`config.mk`:
```
export PLATFORM = sky130hd
export DESIGN_NAME = axis_egress_drop_fifo
export DESIGN_NICKNAME = d
export VERILOG_FILES = /design/src/rtl/axis_egress_drop_fifo.sv
export SDC_FILE = /design/constraint.sdc
export NUM_CORES = 1
export LEC_CHECK = 0
export CORE_AREA = 2 2 249 313
export CTS_BUF_LIST = sky130_fd_sc_hd__clkbuf_8 sky130_fd_sc_hd__clkbuf_16
export DETAILED_ROUTE_END_ITERATION = 8
export DIE_AREA = 0 0 251 315
export GPL_ROUTABILITY_DRIVEN = 0
export PLACE_DENSITY = 0.75
export SLEW_MARGIN = 10
export SYNTH_ARGS = -nofsm -noshare
export SYNTH_HDL_FRONTEND = slang
export SYNTH_SLANG_ARGS = --single-unit
```
`constraint.sdc`:
```
create_clock -name clk -period 9.97 [get_ports clk]
set_input_delay 1.994 -clock clk [delete_from_list [all_inputs] [get_ports clk]]
set_output_delay 1.994 -clock clk [all_outputs]
set_load 0.02 [all_outputs]
```
`src/rtl/axis_egress_drop_fifo.sv`:
```
// ---------------------------------------------------------------------------
// axis_egress_drop_fifo
//
// Store-and-forward AXI-stream frame FIFO that sits just upstream of the
// egress boundary. A frame becomes visible on the m_* side only after its
// last beat has been accepted without an error flag. Errored frames and
// frames that do not fit in the buffer are discarded. Upstream is never
// back-pressured outside reset, so a stalled link drops frames rather than
// stalling the pipeline.
//
// Ports
//   clk, rst          single clock, synchronous active-high reset
//   s_tdata/tvalid/tready/tlast/tuser   upstream AXI-stream slave
//                     (tuser[0] on the last beat = frame error)
//   m_tdata/tvalid/tready/tlast/tuser   downstream AXI-stream master
//                     (tuser[0] is always 0 on released frames)
//   frame_count       committed frames, saturating
//   drop_count        dropped frames, saturating
//
// Build option
//   AXIS_DROP_FIFO_STATS_EN  defined: frame_count/drop_count are live
//                            registers. Undefined: both ports tied to 0.
//
// Write FSM
//   state     | meaning
//   ST_ACCEPT | beats are stored speculatively at wr_cur
//   ST_DROP   | current frame overflowed; discard until its last beat
// ---------------------------------------------------------------------------
module axis_egress_drop_fifo #(
    parameter int DATA_WIDTH = 64,
    parameter int USER_WIDTH = 1,
    parameter int DEPTH      = 16,
    parameter int CNT_WIDTH  = 32
) (
    input  logic                  clk,
    input  logic                  rst,

    input  logic [DATA_WIDTH-1:0] s_tdata,
    input  logic                  s_tvalid,
    output logic                  s_tready,
    input  logic                  s_tlast,
    input  logic [USER_WIDTH-1:0] s_tuser,

    output logic [DATA_WIDTH-1:0] m_tdata,
    output logic                  m_tvalid,
    input  logic                  m_tready,
    output logic                  m_tlast,
    output logic [USER_WIDTH-1:0] m_tuser,

    output logic [CNT_WIDTH-1:0]  frame_count,
    output logic [CNT_WIDTH-1:0]  drop_count
);

    localparam int ADDR_W  = $clog2(DEPTH);
    localparam int PTR_W   = ADDR_W + 1;
    localparam int ENTRY_W = DATA_WIDTH + USER_WIDTH + 1;

    // Bit 0 of tuser is the error flag; it is cleared in storage because only
    // error-free frames are ever released.
    localparam logic [USER_WIDTH-1:0] USER_MASK = ~USER_WIDTH'(1);

    typedef enum logic {
        ST_ACCEPT = 1'b0,
        ST_DROP   = 1'b1
    } state_t;

    state_t r_state;
    state_t w_state_nxt;

    logic [PTR_W-1:0]   r_wr_commit;
    logic [PTR_W-1:0]   r_wr_cur;
    logic [PTR_W-1:0]   r_rd_ptr;
    logic [ENTRY_W-1:0] r_mem [DEPTH];

    logic               w_s_tready;
    logic               w_m_tvalid;
    logic               w_wr_fire;
    logic               w_rd_fire;
    logic               w_full;
    logic               w_err;
    logic [USER_WIDTH-1:0] w_user_store;

    logic               w_mem_we;
    logic               w_wr_advance;
    logic               w_wr_rewind;
    logic               w_commit;
    logic               w_drop_inc;

    // -----------------------------------------------------------------------
    // Handshake and occupancy
    // -----------------------------------------------------------------------
    assign w_s_tready   = ~rst;
    assign w_m_tvalid   = ~rst && (r_rd_ptr != r_wr_commit);
    assign w_wr_fire    = s_tvalid && w_s_tready;
    assign w_rd_fire    = w_m_tvalid && m_tready;
    assign w_err        = s_tuser[0];
    assign w_user_store = s_tuser & USER_MASK;

    // Occupancy includes the speculative frame. The pre-edge read pointer is
    // used, so a same-cycle read does not make room for this write.
    assign w_full = ((r_wr_cur - r_rd_ptr) == PTR_W'(DEPTH));

    // -----------------------------------------------------------------------
    // Write FSM: state register
    // -----------------------------------------------------------------------
    always_ff @(posedge clk) begin
        if (rst) begin
            r_state <= ST_ACCEPT;
        end else begin
            r_state <= w_state_nxt;
        end
    end

    // -----------------------------------------------------------------------
    // Write FSM: next state
    // -----------------------------------------------------------------------
    always_comb begin
        w_state_nxt = r_state;
        case (r_state)
            ST_ACCEPT: begin
                if (w_wr_fire && w_full && !s_tlast) begin
                    w_state_nxt = ST_DROP;
                end
            end
            ST_DROP: begin
                if (w_wr_fire && s_tlast) begin
                    w_state_nxt = ST_ACCEPT;
                end
            end
            default: w_state_nxt = ST_ACCEPT;
        endcase
    end

    // -----------------------------------------------------------------------
    // Write FSM: outputs
    // -----------------------------------------------------------------------
    always_comb begin
        w_mem_we     = 1'b0;
        w_wr_advance = 1'b0;
        w_wr_rewind  = 1'b0;
        w_commit     = 1'b0;
        w_drop_inc   = 1'b0;
        case (r_state)
            ST_ACCEPT: begin
                if (w_wr_fire) begin
                    if (w_full) begin
                        w_wr_rewind = 1'b1;
                        w_drop_inc  = s_tlast;
                    end else begin
                        w_mem_we = 1'b1;
                        if (s_tlast && !w_err) begin
                            w_wr_advance = 1'b1;
                            w_commit     = 1'b1;
                        end else if (s_tlast) begin
                            w_wr_rewind = 1'b1;
                            w_drop_inc  = 1'b1;
                        end else begin
                            w_wr_advance = 1'b1;
                        end
                    end
                end
            end
            ST_DROP: begin
                // wr_cur was already rewound when the overflow was detected.
                w_drop_inc = w_wr_fire && s_tlast;
            end
            default: ;
        endcase
    end

    // -----------------------------------------------------------------------
    // Pointers
    // -----------------------------------------------------------------------
    always_ff @(posedge clk) begin
        if (rst) begin
            r_wr_commit <= '0;
            r_wr_cur    <= '0;
            r_rd_ptr    <= '0;
        end else begin
            if (w_wr_rewind) begin
                r_wr_cur <= r_wr_commit;
            end else if (w_wr_advance) begin
                r_wr_cur <= r_wr_cur + PTR_W'(1);
            end
            if (w_commit) begin
                r_wr_commit <= r_wr_cur + PTR_W'(1);
            end
            if (w_rd_fire) begin
                r_rd_ptr <= r_rd_ptr + PTR_W'(1);
            end
        end
    end

    // -----------------------------------------------------------------------
    // Storage: {last, user, data}
    // -----------------------------------------------------------------------
    always_ff @(posedge clk) begin
        if (w_mem_we) begin
            r_mem[r_wr_cur[ADDR_W-1:0]] <= {s_tlast, w_user_store, s_tdata};
        end
    end

    assign {m_tlast, m_tuser, m_tdata} = r_mem[r_rd_ptr[ADDR_W-1:0]];
    assign m_tvalid = w_m_tvalid;
    assign s_tready = w_s_tready;

    // -----------------------------------------------------------------------
    // Statistics
    // -----------------------------------------------------------------------
`ifdef AXIS_DROP_FIFO_STATS_EN
    logic [CNT_WIDTH-1:0] r_frame_count;
    logic [CNT_WIDTH-1:0] r_drop_count;

    always_ff @(posedge clk) begin
        if (rst) begin
            r_frame_count <= '0;
            r_drop_count  <= '0;
        end else begin
            if (w_commit && (r_frame_count != '1)) begin
                r_frame_count <= r_frame_count + CNT_WIDTH'(1);
            end
            if (w_drop_inc && (r_drop_count != '1)) begin
                r_drop_count <= r_drop_count + CNT_WIDTH'(1);
            end
        end
    end

    assign frame_count = r_frame_count;
    assign drop_count  = r_drop_count;
`else
    logic w_unused_stats;
    assign w_unused_stats = w_drop_inc;
    assign frame_count    = '0;
    assign drop_count     = '0;
`endif

endmodule

```
# After elaboration in Yosys (flattened, before gate mapping)
# Memory sizes are Yosys's and may differ from the RTL's. A register that Yosys moved wholly into a read port is not among the register bits.
# Cells that the tools add are included.
[word_totals] register_bits=16 ramBits=1040 inputBits=70 out_inout_bits=132 word_cells=48 mem_count=1
[mem_list] name="r_mem" depth=16 width=65 read_ports=1 rd_clocked_by_memory_dff=1 write_ports=1 line_no="73" source="logic [ENTRY_W-1:0] r_mem [DEPTH];"
[classes] addsub=3 eq_ne=2 muxes=26 n_bitwise=2 reduce_logical=10
[ops] cell="$mux W1" n=21
[ops] cell="$add A5 B1 Y5 const B" n=2
[ops] cell="$mux W5" n=2
[ops] cell="$mux W4" n=2
[ops] cell="$logic_and A1 B1 Y1" n=7
[ops] cell="$eq A5 B5 Y1 const B" n=1
[ops] cell="$ne A5 B5 Y1" n=1
[ops] cell="$sub A5 B5 Y5" n=1
[ops] cell="$logic_not A1 Y1" n=2
[ops] cell="$not A1 Y1" n=2
[ops] cell="$pmux W1 S2" n=1
[ops] cell="$reduce_bool A2 Y1" n=1

# Longest topological paths before layout
# Gate-level depths: netlist of the first run.
[logic_depth] ltp_word=8 mapped_depth=9 mapped_depth_nobuf=7

# Worst setup path before layout of the first run
# OpenSTA, ideal clock, no wires.
[synth_path] kind="input to register" from="input s_tvalid" to="memory r_mem[0][0] in the netlist's numbering (enable)" setup_ns=0.671 arrival_ns=9.250 slack_ns=0.049 stages=4 n_path_buf=1 path_cell_list="nor2b_1 > clkbuf_1 > nand3_1 > nor4b_1"
[synth_between] elab_chain_cells=5
[synth_rtl] element="from (decl)" line_no="39" source="input logic s_tvalid,"
[synth_rtl] element="$logic_and A1 B1 Y1" line_no="94" source="assign w_wr_fire = s_tvalid && w_s_tready;"
[synth_rtl] element="$mux W1" line_no="145" source="if (w_wr_fire) begin"
[synth_rtl] element="$mux W1" line_no="143" source="case (r_state)"
[synth_rtl] element="$mux W1" line_no="198" source="if (w_mem_we) begin"
[synth_rtl] element="$mux W1 (implied by the code)" line_no="199" source="r_mem[r_wr_cur[ADDR_W-1:0]] <= {s_tlast, w_user_store, s_tdata};"
[synth_rtl] element="to (decl)" line_no="73"
# No other way between the ends.

==> flow_summary.yaml, run 1 <==
outcome:
  outcome: "finished clean"
pwr:
  max-vdd-ir-drop_uv: 144.8
  leakage_uw: 0.01406
  power_density_mw_per_mm2: 205.2
die:
  die_y_um: 315
  fp-row-count: 114
  dieArea_mm2: 0.07907
  dieWidth_um: 251
  start_util_pct: 53.35
  boundaryPins: 202
  core-area_mm2: 0.07645
logic_synthesis:
  synth_area_leaders: "edfxtp_1 77%, mux4_2 18%, buf_4 1.2%"
  synthFlopType: "edfxtp_1"
  async_reset_ff_share_pct: 0
  ys_seq_area_share_pct: 77.54
  syn_area_per_cell_um2: 24.62
  synth_top_area_share_pct: 76.56
  ys_types: 41
  synthCells: 1657
  syn_area_mm2: 0.04079
  synth-edff-count: 1040
  yosys_warnings: 0
  synth-seq-cells: 1060
  yosysTopAreaCell: "edfxtp_1"
timing:
  tightest_slew_ns: 1.143
  hold-worst-slack_ns: 0.5121
  max_freq_mhz: 162.2
  finalMaxSlewViolations: 0
  setup_viol: 0
  hold_viol_final: 0
  period_minus_slack_ns: 6.165
  finalSetupTns_ns: 0
  clock-skew-final_ns: 0.01427
  grt_setup_unrepaired: "false"
  setup_slack_ns: 3.805
  finalCritPeriodShare_pct: 61.83
  slew_headroom_pct: 23.79
final_layout:
  area_growth_pct: 12.99
  drive_above_1_share_pct: 26.54
  fin_area_mm2: 0.04609
  fin_util_pct: 60.28
  final_common_cell: "edfxtp_1"
  mostFrequentLayoutCells: "1040 x edfxtp_1, 325 x mux4_2, 136 x clkdlybuf4s50_1"
  nNetsFinal: 1916
  n_fill_cell: 5048
worst_setup_path:
  r2r_cells: 7
  worst_setup_path_end_kind: "primary output"
  crit_top_cell: "mux4_2"
  cp_cell_sequence: "buf_12 -> mux4_2 -> mux4_2 -> clkdlybuf4s50_1"
  rrSetupSlack_ns: 5.73
  criticalPathCategory: "reg -> out"
  arrival_ns: 4.17
  r2r_start: "r_wr_cur[3]$_SDFFE_PP0P_"
  max_stage_delay_ns: 1.08
  worstPathMaxFanout: 142
  required_ns: 7.98
  rr_endpoint: "r_mem[8][39]$_DFFE_PP_"
  cp_slowest_cell: "dfxtp_4"
  startpoint_type: "flop"
detailed_routing:
  drc: 0
  wl_met1_um: 33550
  vias_per_cell: 6.227
  wl_met3_um: 5513
  dr_total_vias: 18088
  wl_per_cell_um: 29.27
  wl_met2_um: 44070
  dr.pass1.iters: 5
  wirelength_um: 85020
  drt_iter0_markers: 1859
  top_layer: "met5"
  antenna_left: 0
placed_design:
  port_buffers: 136
  dp_hpwl_um: 42170
  dp_slack_ns: 4.075
  place_area_mm2: 0.04297
clocking:
  htree_num_levels: 3
  clk_pin_slew_ns: 0.06
  clk_path_buf_depth: 3
  cts_buffers: 96
  clk_latency_ns: 0.64
  post_cts_buffers: 0
  ctsResizeCount: 0
  cts_tree: "done"
  clock_sinks: 1060
  cts.root.buffer_cell: "clkbuf_16"
  hold_buffers: 0
global_routing:
  grt_pass1_wl_um: 124600
  grt_overflow: 0
  track_usage_pct: 21.79
  grt_pass1_vias: 19000
  grt_max_degree: 143
  antenna_found_initial: 7
worst_hold_path:
  worstHoldStart: "r_wr_commit[0]$_SDFFE_PP0P_"
  min_path_cells: 2
  holdPathEnd: "r_wr_commit[0]$_SDFFE_PP0P_"
  min_path_type: "reg -> reg"
run:
  cap_violations: 0
==> metal layers <==
layer,global-route usage (%),up-vias
met1,29.41,9771
met5,0,-
li1,-,7377
met2,36.99,806
met3,3.666,126
met4,6.656,8
==> synthesized netlist by cell type, types with 2 or more instances <==
cell type  number
edfxtp_1     1040
mux4_2        325
buf_4          65
clkbuf_1       39
buf_6          22
dfxtp_1        20
buf_2          17
nand2_1        11
and2_1          9
ha_1            9
inv_1           8
nand3_1         8
nor3_1          6
xnor2_1         6
a21oi_1         5
a31oi_1         5
mux2i_1         5
nand4_1         5
o211ai_1        5
nand2b_1        4
nor2_1          4
nor4b_1         4
xor2_1          4
and3_1          3
and4_1          3
buf_1           3
nor2b_1         3
a211oi_1        2
a31o_2          2
nor3b_1         2
nor4_1          2
o21ai_0         2
==> sequential cells by signal, summed over array words and instances, names as in the netlist, named ones only <==
| register | count |
|---|---|
| r_wr_cur | 5 |
| r_rd_ptr | 5 |
| r_state | 1 |
| r_mem | 1040 |
| r_wr_commit | 5 |
==> where the power goes <==
group / switching [µW] / total, µW / internal [µW] / leakage, µW
clock network: 1540 / 3610 / 2080 / 0.00159
registers: 41.2 / 4970 / 4930 / 0.00953
logic: 420 / 879 / 459 / 0.00293
==> how the worst max path moves through the flow <==
stage                  start               endpoint  slack [ns]  depth (start not counted)
floorplan           s_tvalid  r_mem[0][0]$_DFFE_PP_        0.05                          4
global placement         rst               m_tvalid        4.20                          3
detailed placement       rst               m_tvalid        4.08                          3
CTS                     flop             m_tdata[0]        3.74                          4
global route            flop            m_tdata[33]        3.61                          4
finish                  flop            m_tdata[47]        3.81                          4
==> cell type report <==
cell class / instances / area (µm²) / area share, %
Inverter: 8 / 30.03 / 0.06515
Antenna cell: 5 / 12.51 / 0.02715
Sequential cell: 1060 / 31650 / 68.66
Clock buffer: 101 / 2527 / 5.484
Multi-Input combinational cell: 507 / 8453 / 18.34
Clock inverter: 74 / 578.1 / 1.254
Tap cell: 986 / 1234 / 2.677
Timing Repair Buffer: 164 / 1609 / 3.491
==> critical path: cells and delay by family (launching register included) <==
family,cells,cell delay [ns]
buf+inv,2,1.27
flops,1,1.08
mux,2,0.89
==> cells by family after synthesis <==
logic type	synth area share [%]
XOR/XNOR	0.2147
flip-flops	77.54
adder cells (fa/ha/maj)	0.2761
buffers and inverters	2.472
multiplexers	18.09
other	0.009193
AO/OA/AOI/OAI	0.4785
AND/OR/NAND/NOR	0.9140
==> through the flow <==
stage | power (µW) | instances
after floorplan | 5700 | 1721
after global placement | 5934 | 2725
after detailed placement | 5954 | 2725
after CTS | 9527 | 2900
after global routing | 9730 | 2902
final | 9460 | 2905
Power figures use the tool's default switching activity.
==> inputs of run 2 (changes only) <==
- clock period: 9.97 -> 5.2 ns (I/O delays scaled with it)
==> flow_summary.yaml, run 2 (synthesis gave the netlist of run 1 again) <==
global_routing:
  grt_pass1_vias: 19028
  grt_pass1_wl_um: 126600
  grt_overflow: 0
  antenna_found_initial: 12
  track_usage_pct: 22.29
  grt_max_degree: 82
worst_hold_path:
  min_path_type: "reg -> reg"
final_layout:
  drive_above_1_share_pct: 27.98
  mostFrequentLayoutCells: "1040 x edfxtp_1, 325 x mux4_2, 136 x clkdlybuf4s50_1"
  fin_cells: 2937
  final_common_cell: "edfxtp_1"
  fin_util_pct: 60.96
  nNetsFinal: 1949
  area_growth_pct: 14.26
  largest_register_ffs: 1040
  n_fill_cell: 4995
detailed_routing:
  drc: 0
  dr_total_vias: 18275
  drt_iter0_markers: 1983
  vias_per_cell: 6.222
  dr.pass1.iters: 7
  antenna_left: 0
  wirelength_um: 86760
  wl_per_cell_um: 29.54
timing:
  slew_headroom_pct: 38.38
  finalSetupTns_ns: 0
  max_freq_mhz: 216.4
  finalMaxSlewViolations: 0
  period_minus_slack_ns: 4.620
  grt_setup_unrepaired: "false"
  clock-skew-final_ns: 0.02581
  setup_slack_ns: 0.5797
  setup_viol: 0
  tightest_slew_ns: 0.9203
  finalCritPeriodShare_pct: 88.85
  hold_viol_final: 0
placed_design:
  dp_slack_ns: 1.148
  dp_hpwl_um: 45490
  port_buffers: 136
  dp_cells: 2760
clocking:
  clk_latency_ns: 0.67
  clk_pin_slew_ns: 0.06
  cts_buffers: 94
  htree_num_levels: 3
  hold_buffers: 0
  cts.root.buffer_cell: "clkbuf_16"
  clock_sinks: 1060
  cts_tree: "done"
  clk_path_buf_depth: 3
  ctsResizeCount: 0
  post_cts_buffers: 0
pwr:
  leakage_uw: 0.01429
  power_density_mw_per_mm2: 387.9
  power_uw: 18080
  max-vdd-ir-drop_uv: 303.5
worst_setup_path:
  startpoint_type: "flop"
  required_ns: 4.16
  worstPathMaxFanout: 26
  arrival_ns: 3.58
  criticalPathCategory: "reg -> out"
  worst_setup_path_end_kind: "primary output"
die:
  fp-row-count: 114
  start_util_pct: 53.35
  die_y_um: 315
  boundaryPins: 202
  dieArea_mm2: 0.07907
  dieWidth_um: 251
  core-area_mm2: 0.07645
outcome:
  outcome: "finished clean"
run:
  cap_violations: 0
-- run 2: cell types whose count changed in the layout (fill, tap and decap cells not counted), sizes merged, moves of 2 or more --
| cell | before | now |
|---|---|---|
| buf | 28 | 63 |
| bufinv | 10 | 8 |
| clkbuf | 101 | 97 |
| clkinv | 40 | 35 |
| diode | 5 | 7 |
| inv | 29 | 34 |
-- run 2: critical path: stages (launching register included) --
cell	delay, ns
dfxtp_4	0.70
buf_4	0.48
mux4_2	0.60
mux4_2	0.54
clkdlybuf4s50_1	0.58
-- run 2: final timing paths --
path                                               endpoint  depth (start not counted)                         from  slack, ns
worst max register to register       r_mem[8][63]$_DFFE_PP_                          6     r_wr_cur[2]$_SDFFE_PP0P_       1.28
worst min register to register  r_wr_commit[0]$_SDFFE_PP0P_                          2  r_wr_commit[0]$_SDFFE_PP0P_       0.52
worst max-delay path                            m_tdata[28]                          4                         flop       0.58
worst min-delay path            r_wr_commit[0]$_SDFFE_PP0P_                          2  r_wr_commit[0]$_SDFFE_PP0P_       0.52
-- run 2: final cells by class --
type	count	area [µm²]	area share (%)
repair buffers	199	2172	4.660
diodes	7	17.52	0.03758
inverters	8	30.03	0.06443
clock inverters	73	604.3	1.297
flip-flops and latches	1060	31650	67.90
clock buffers	97	2416	5.184
well taps	986	1234	2.647
multi-input cells	507	8488	18.21
-- run 2: per-stage QoR --
stage                     area, µm²  hold slack, ns
after floorplan               41060          0.4605
after global placement        43570          0.4909
after detailed placement      43570          0.4978
after CTS                     46590          0.5061
after global routing          46600          0.5487
final                         46610          0.5167
-- run 2: layer usage --
| layer | vias up | track usage [%] | part of all wire [%] |
|---|---|---|---|
| li1 | 7437 | - | - |
| met4 | 12 | 7.589 | 2.5 |
| met3 | 148 | 4.227 | 7.0 |
| met2 | 839 | 36.84 | 51 |
| met5 | - | 0 | 0.096 |
| met1 | 9839 | 30.30 | 39 |
-- run 2: where the power goes --
| part | internal, µW | switching [µW] |
|---|---|---|
| Sequential | 9440 | 55.9 |
| Clock | 3780 | 3030 |
| Combinational | 923 | 846 |
==> inputs of run 3 (changes only) <==
- PLACE_DENSITY: 0.75 -> default
- PLACE_DENSITY_LB_ADDON: default -> 0.1
==> flow_summary.yaml, run 3 (synthesis gave the netlist of run 1 again) <==
detailed_routing:
  wl_per_cell_um: 29.25
  dr_total_vias: 17919
  antenna_left: 0
  vias_per_cell: 6.118
  drt_iter0_markers: 1628
  drc: 0
  dr.pass1.iters: 5
  wirelength_um: 85660
timing:
  tightest_slew_ns: 0.8780
  setup_viol: 0
  period_minus_slack_ns: 4.607
  grt_setup_unrepaired: "false"
  hold_viol_final: 0
  finalCritPeriodShare_pct: 88.60
  setup_slack_ns: 0.5927
  slew_headroom_pct: 41.47
  finalMaxSlewViolations: 0
  clock-skew-final_ns: 0.01880
  max_freq_mhz: 217.0
  hold-worst-slack_ns: 0.5200
final_layout:
  final_common_cell: "edfxtp_1"
  mostFrequentLayoutCells: "1040 x edfxtp_1, 325 x mux4_2, 136 x clkdlybuf4s50_1"
  n_fill_cell: 5216
  seq_area_mm2: 0.03165
  largest_register_ffs: 1040
  nNetsFinal: 1940
  antennaDiodeCount: 0
  fin_area_mm2: 0.04669
  drive_above_1_share_pct: 27.43
  area_growth_pct: 14.46
  multi_input_area_mm2: 0.008488
clocking:
  clock_sinks: 1060
  ctsResizeCount: 0
  clk_pin_slew_ns: 0.06
  hold_buffers: 0
  cts_buffers: 99
  htree_num_levels: 3
  cts.root.buffer_cell: "clkbuf_16"
  post_cts_buffers: 0
  clk_path_buf_depth: 3
  clk_latency_ns: 0.66
  cts_tree: "done"
die:
  die_y_um: 315
  start_util_pct: 53.35
  fp-row-count: 114
  dieArea_mm2: 0.07907
  boundaryPins: 202
  core-area_mm2: 0.07645
  dieWidth_um: 251
outcome:
  outcome: "finished clean"
worst_setup_path:
  worstPathMaxFanout: 23
  arrival_ns: 3.57
  required_ns: 4.16
  criticalPathCategory: "reg -> out"
  worst_setup_path_end_kind: "primary output"
  startpoint_type: "flop"
run:
  cap_violations: 0
placed_design:
  port_buffers: 136
  dp_slack_ns: 1.075
  dp_hpwl_um: 43590
  place_area_mm2: 0.04356
pwr:
  power_uw: 18220
  power_density_mw_per_mm2: 390.3
  max-vdd-ir-drop_uv: 328.2
  leakage_uw: 0.01432
global_routing:
  antenna_found_initial: 2
  track_usage_pct: 22.20
  grt_pass1_wl_um: 126900
  grt_overflow: 0
  grt_pass1_vias: 19008
  grt_max_degree: 66
worst_hold_path:
  min_path_type: "reg -> reg"
run 3: worst max-delay path: stages, from the launching register on:
cell             delay (ns)
dfxtp_4                0.70
buf_12                 0.28
buf_12                 0.25
mux4_2                 0.55
mux4_2                 0.51
clkdlybuf4s50_1        0.57
run 3: area by class of cell:
class / count / area share, %
Clock inverter: 81 / 1.225
Multi-Input combinational cell: 507 / 18.18
Sequential cell: 1060 / 67.78
Inverter: 8 / 0.06432
Timing Repair Buffer: 185 / 4.642
Clock buffer: 102 / 5.467
Tap cell: 986 / 2.642
run 3: path summary, 6_finish.rpt:
check	from	depth (start not counted)	to	slack, ns
setup / recovery	flop	5	m_tdata[15]	0.59
hold / removal	r_wr_commit[4]$_SDFFE_PP0P_	2	r_wr_commit[4]$_SDFFE_PP0P_	0.52
setup reg to reg	r_wr_cur[2]$_SDFFE_PP0P_	6	r_mem[8][40]$_DFFE_PP_	1.38
hold reg to reg	r_wr_commit[4]$_SDFFE_PP0P_	2	r_wr_commit[4]$_SDFFE_PP0P_	0.52
run 3: metrics by stage:
step	instances	TNS, ns	util (%)
after detailed placement	2746	0	56.98
after global routing	2929	0	61.07
after floorplan	1721	-150.93	-
after global placement	2746	0	56.98
after CTS	2929	0	61.07
final	2929	0	61.07
run 3: power by group:
group | switching [µW] | internal, µW | total [µW]
clock | 3050 | 3900 | 6950
combinational | 847 | 929 | 1780
sequential | 56.3 | 9440 | 9500
total | 3950 | 14300 | 18200
run 3: layer usage:
layer / part of all wire, % / global-route usage, % / up-vias
met3: 5.2 / 3.080 / 107
met1: 42 / 31.72 / 9822
met2: 51 / 36.73 / 542
li1: - / - / 7444
met5: 0.035 / 0 / -
met4: 1.7 / 5.885 / 4
